==> src/rtl/lua_fetch_unit.sv <==
// Instruction-fetch stage for the Lua bytecode processor.
// Owns the program counter, issues one word fetch per IF phase over a
// valid/ready handshake, holds the fetched word for decode, and discards
// any response made stale by a PC redirect from execute.
module lua_fetch_unit #(
  parameter int unsigned ADDR_WIDTH = 16,
  parameter logic [ADDR_WIDTH-1:0] RESET_PC = '0,
  parameter int unsigned DATA_WIDTH = 32
) (
  input  logic                  clk,
  input  logic                  reset,
  input  logic                  phase_if,
  input  logic                  stall,
  input  logic                  pc_load,
  input  logic [ADDR_WIDTH-1:0] pc_load_value,
  output logic                  imem_req,
  output logic [ADDR_WIDTH-1:0] imem_addr,
  input  logic                  imem_ready,
  input  logic [DATA_WIDTH-1:0] imem_rdata,
  output logic                  instr_valid,
  output logic [DATA_WIDTH-1:0] instr,
  output logic [5:0]            instr_op,
  output logic [ADDR_WIDTH-1:0] instr_pc,
  input  logic                  id_ack
);

  typedef enum logic [1:0] {
    IDLE = 2'd0,
    REQ  = 2'd1,
    HOLD = 2'd2
  } state_t;

  state_t                  state_reg,       state_next;
  logic [ADDR_WIDTH-1:0]   pc_reg,          pc_next;
  logic                    pending_reg,     pending_next;
  logic                    drop_reg,        drop_next;
  logic                    imem_req_reg,    imem_req_next;
  logic [ADDR_WIDTH-1:0]   imem_addr_reg,   imem_addr_next;
  logic                    instr_valid_reg, instr_valid_next;
  logic [DATA_WIDTH-1:0]   instr_reg,       instr_next;
  logic [ADDR_WIDTH-1:0]   instr_pc_reg,    instr_pc_next;

  logic trigger;
  logic can_start;

  // A fetch may start when a phase pulse (live or remembered) is present,
  // nothing is stalling, and the decode slot is free or being freed now.
  // A redirect in the same cycle blocks the start so the request never
  // goes out with the PC that is about to be replaced; the pending flag
  // keeps the trigger alive for the next cycle.
  assign trigger   = phase_if | pending_reg;
  assign can_start = trigger & ~stall & (~instr_valid_reg | id_ack) & ~pc_load;

  // Next-state and next-output logic; every output is registered below.
  always_comb begin
    state_next       = state_reg;
    pc_next          = pc_reg;
    pending_next     = pending_reg | phase_if;
    drop_next        = drop_reg;
    imem_req_next    = imem_req_reg;
    imem_addr_next   = imem_addr_reg;
    instr_valid_next = instr_valid_reg & ~id_ack;
    instr_next       = instr_reg;
    instr_pc_next    = instr_pc_reg;

    unique case (state_reg)
      IDLE: begin
        if (can_start) begin
          state_next     = REQ;
          imem_req_next  = 1'b1;
          imem_addr_next = pc_reg;
          pending_next   = 1'b0;
        end
      end
      REQ: begin
        if (imem_ready) begin
          imem_req_next = 1'b0;
          if (drop_reg || pc_load) begin
            // Stale response: swallow it and leave pc alone.
            drop_next  = 1'b0;
            state_next = IDLE;
          end else begin
            instr_next       = imem_rdata;
            instr_pc_next    = imem_addr_reg;
            instr_valid_next = 1'b1;
            pc_next          = pc_reg + 1'b1;
            state_next       = HOLD;
          end
        end else if (pc_load) begin
          // The request cannot be withdrawn, so mark its answer as stale.
          drop_next = 1'b1;
        end
      end
      HOLD: begin
        state_next = IDLE;
      end
      default: begin
        state_next = IDLE;
      end
    endcase

    // Redirect wins over any load or acknowledge in the same cycle.
    if (pc_load) begin
      pc_next          = pc_load_value;
      instr_valid_next = 1'b0;
    end
  end

  // State and output registers with synchronous reset.
  always_ff @(posedge clk) begin
    if (reset) begin
      state_reg       <= IDLE;
      pc_reg          <= RESET_PC;
      pending_reg     <= 1'b0;
      drop_reg        <= 1'b0;
      imem_req_reg    <= 1'b0;
      imem_addr_reg   <= RESET_PC;
      instr_valid_reg <= 1'b0;
      instr_reg       <= '0;
      instr_pc_reg    <= '0;
    end else begin
      state_reg       <= state_next;
      pc_reg          <= pc_next;
      pending_reg     <= pending_next;
      drop_reg        <= drop_next;
      imem_req_reg    <= imem_req_next;
      imem_addr_reg   <= imem_addr_next;
      instr_valid_reg <= instr_valid_next;
      instr_reg       <= instr_next;
      instr_pc_reg    <= instr_pc_next;
    end
  end

  assign imem_req    = imem_req_reg;
  assign imem_addr   = imem_addr_reg;
  assign instr_valid = instr_valid_reg;
  assign instr       = instr_reg;
  assign instr_op    = instr_reg[5:0];
  assign instr_pc    = instr_pc_reg;

endmodule

==> config.mk <==
export PLATFORM = sky130hd
export DESIGN_NAME = lua_fetch_unit
export DESIGN_NICKNAME = d
export VERILOG_FILES = /design/src/rtl/lua_fetch_unit.sv
export SDC_FILE = /design/constraint.sdc
export NUM_CORES = 1
export LEC_CHECK = 0
export CAP_MARGIN = 20
export CORE_MARGIN = 5
export CORE_UTILIZATION = 40
export DETAILED_ROUTE_END_ITERATION = 8
export GPL_TIMING_DRIVEN = 0
export PLACE_DENSITY = 0.73
export SLEW_MARGIN = 20
export SYNTH_ARGS = -nofsm -noshare
export SYNTH_HDL_FRONTEND = slang
export SYNTH_SLANG_ARGS = --single-unit
==> constraint.sdc <==
create_clock -name clk -period 4.25 [get_ports clk]
set_input_delay 0.85 -clock clk [delete_from_list [all_inputs] [get_ports clk]]
set_output_delay 0.85 -clock clk [all_outputs]
set_load 0.005 [all_outputs]
[Word-level counts from Yosys, hierarchy flattened]
Cells that the tools add are included.
Word-level totals
  bits in registers: 86
Cells by class
  add/subtract/negate cells: 1
  equal/unequal tests: 5
  multiplexer cells: 19
  bitwise gates (word level): 11
  reduce and logical (&&, ||, !) cells: 12
Operators with widths (number)
  16-bit two-way mux: 4
  16-bit by 1-bit adder with 16-bit output, second input constant: 1
  3-bit AND reduction: 4
  1-bit two-way mux: 10
  2-bit two-way mux: 3
  2-bit != test, second input constant: 3
  2-bit nonzero test: 3
  1-bit inverter: 5
  1-bit AND: 4
  2-bit case mux with 2 select lines: 1
  2-bit AND reduction: 2
  2-bit by 1-bit equality test with 1-bit output, second input constant: 1
  2-bit logical NOT: 1
  2-bit by 1-bit != test with 1-bit output, second input constant: 1
  1-bit bitwise OR: 2
  1-bit case mux with 2 select lines: 1
  2-bit OR reduction: 1
  1-bit logical OR: 1

[Longest topological paths before layout]
  word-level depth: 6
  depth in mapped cells: 6
  depth with buffers taken out: 5

[Worst setup path before layout]
Ideal clock, no wire load.
  kind: in2reg
  from: input port pc_load
  to: register imem_addr_reg[10] (netlist: imem_addr[10])
  library setup time: 0.128 ns
  arrival time: 2.037 ns
  data required time: 4.122 ns
  slack: 2.086 ns
  stages on the path: 6
  path buffers: 2
  cell sequence: or4_1 > nor3b_2 > buf_6 > buf_12 > mux2i_1 > nor2_1
Between the ends
  longest elaborated chain between the ends: 3
RTL lines
  start, declared: line 14  | input logic pc_load,
  1-bit inverter: line 52  | assign can_start = trigger & ~stall & (~instr_valid_reg | id_ack) & ~pc_load;
  1-bit AND: line 52
  2-bit AND reduction (no source line)
  end signal, assigned: line 127  | imem_addr_reg <= imem_addr_next;
  end, declared: line 38  | logic [ADDR_WIDTH-1:0] imem_addr_reg, imem_addr_next;
No other way between the ends.
A chain may end at the register's enable or synchronous reset.

[Worst setup path in the final report]
  from: input port imem_ready
  to: register instr_reg[6] (netlist: instr[6])
Between the ends
  longest elaborated chain between the ends: 1
RTL lines
  start, declared: line 18  | input logic imem_ready,
  3-bit AND reduction (no source line)
  end signal, assigned: line 129  | instr_reg <= instr_next;
  end, declared: line 40  | logic [DATA_WIDTH-1:0] instr_reg, instr_next;
No other way between the ends.

==> run_results.csv <==
group,metric,value,unit
floorplanning,num_rows,33,
sta,worst_pin_slew,0.528,ns
finish,antenna_cells,0,
placement,place_ws,1.32,ns
grt,grt_usage,17.7,%
setup_path,crit_type,"in -> reg",
sta,holdWs,0.457,ns
drt,drc,0,
sta,rsz0062_at_grt,"no",
placement,numPortBuffers,125,
floorplanning,die_y,103,um
drt,finalWirelength,9590,um
finish,instances_no_fill,649,
synth,ys_ff_latch,86,
synth,synthTopCellsByCount,"111 x nand2_1, 86 x dfxtp_1, 51 x a21oi_1",
floorplanning,die-area,0.0105,mm2
outcome,status,"complete, no violations",
finish,fin_area,0.00500,mm2
synth,ys.flop_type,"dfxtp_1",
finish,layout-drive-gt1-share,6.99,%
setup_path,setup.worst_path.start_class,"input port",
grt,grt_pass1_vias,3160,
grt,grt.overflow.total,0,
drt,vias,3236,
drt,vias_per_cell,4.99,
setup_path,path_cells,"clkdlybuf4s50_1 > nand4bb_1 > nor2_1 > buf_2 > clkbuf_1 > nand2_1 > a21oi_1",
synth,syn_area,0.00344,mm2
finish,postLayoutCoreUtil,60.2,%
sta,fin_crit_sh,60.3,%
clocking,clk_path_buf_depth,2,
synth,synthDistinctLibCells,36,
drt,wl_per_cell,14.8,um
clocking,ctsResizeCount,0,
synth,syn_nets,459,
synth,avgSynthCellArea,8.53,um2
synth,synth_top_area_share,50.1,%
grt,grt_max_degree,17,
placement,dp_hpwl,7390,um
synth,yosysMostFrequentCell,"nand2_1",
synth,async_flop_share,0,%
clocking,cts_setup_buffers,0,
sta,fmax,390,MHz
power,p_leak,1.68,nW
sta,drv_slew,0,
power,vdd_drop_max,0.000176,V
sta,tns,0,ns
floorplanning,die_w,103,um
synth,synth_top_cell_by_area,"dfxtp_1",
clocking,cts_sinks,86,
finish,largest_reg_flops,32,
power,post-layout-total-power,1.54,mW
setup_path,critPathMaxFanout,10,
grt,grt_pass1_wl,14800,um
drt,ant_nets,0,
grt,grt_antenna_before_repair,0,
clocking,cts_hold_buf,0,
setup_path,cp_slowest_cell,"clkdlybuf4s50_1",
sta,fin_ws,1.69,ns
synth,synthTopCellsByArea,"dfxtp_1 50%, nand2_1 12%, a21oi_1 7.4%",
sta,skew,0.00815,ns
clocking,clk_pin_slew,0.09,ns
sta,slew-limit-headroom,64.8,%
finish,syn2layout_area_growth,45.4,%
clocking,clk_latency,0.34,ns
sta,hold_violations,0,
power,power_density,308,mW/mm2
placement,placed_cell_area,0.00482,mm2
setup_path,end_kind,"flop",
drt,first_pass_iters,4,
placement,dp_cells,633,
floorplanning,initial_core_util,41.4,%
clocking,cts_tree,"yes",
setup_path,cp.arrival,2.84,ns
synth,synth-seq-area-share,50.1,%
floorplanning,core,0.00830,mm2
sta,fin_crit,2.56,ns
finish,finalNetCount,595,
setup_path,crit_required,4.52,ns
setup_path,slowest_delay,0.56,ns
synth,yosys_warnings,0,
synth,synth_edf_count,0,
worst_hold_path,hold_class,"reg -> reg",
floorplanning,io_pins,127,
clocking,root_buffer,"clkbuf_8",
placement,globalplace.congestion,0.834,
clocking,cts_max_level,3,
synth,synthCells,403,
job,maxCapViolCount,0,
clocking,cts_inserted_buffers,9,
drt,first_iter_violations,79,
sta,setup_violations,0,
## worst paths after layout
check                     from  slack, ns  depth (start not counted)           to
setup / recovery    imem_ready       1.69                          7     instr[6]
hold reg to reg    instr_pc[8]       0.46                          2  instr_pc[8]
hold / removal     instr_pc[8]       0.46                          2  instr_pc[8]
setup reg to reg  state_reg[1]       2.36                          6     instr[6]
## worst max-delay path, delay by kind of cell
family,cells,cell delay (ns)
buf+inv,3,1.22
compound gates,1,0.15
simple gates,3,0.62
## layer usage
metal / up-vias / global-route usage, % / wire (um)
met5: - / 0 / 0
met4: 0 / 5.65 / 85
met3: 9 / 4.13 / 695
met2: 98 / 31.0 / 4570
met1: 1500 / 21.6 / 4240
li1: 1629 / - / -
## where the power goes
group / leakage (nW) / internal (mW) / total, mW / switching, mW
logic: 0.885 / 0.0901 / 0.156 / 0.0654
clock network: 0.0923 / 0.221 / 0.532 / 0.311
registers: 0.698 / 0.827 / 0.851 / 0.0240
total: 1.68 / 1.14 / 1.54 / 0.400
## layout by cell type, fill, tap and decap left out, drive strengths merged
master and instances:
inv 7, nand3 4, clkdlybuf4s50 125, and4bb 1, nand4 6, dfxtp 86
o211a 1, nor2b 1, nand4bb 1, nor2 33, ha 1, a2111oi 1
nand2b 1, and3 4, clkbuf 28, xnor2 8, clkinv 2, buf 15
a311oi 1, o211ai 1, nand2 111, a211oi 12, nor3 5, clkinvlp 1
nor4 8, nor3b 2, xor2 3, a32oi 2, a21oi 51, and4 1
mux2i 19, or4 2
## area by class of cell
cell class              instances  area, um2
plain buffers                  34        179
clock buffers                   9        124
clock inverters                 7       55.1
fillers                       740       3300
inverters                       3       11.3
multi-input cells             280       1520
flip-flops and latches         86       1720
well taps                     105        131
repair buffers                125       1250
## kinds of logic after synthesis
kind of cell               after synthesis  synth area share (%)
DFF                                     86                  50.1
muxes                                   19                  5.54
and+or+nand+nor                        180                  23.9
AOI/OAI and AO/OA                       69                  11.8
buffers and inverters                   37                  5.54
xor gates and xnor gates                11                  2.80
adders and majority gates                1                 0.364
No activity file was read; power rests on OpenSTA's default activity.
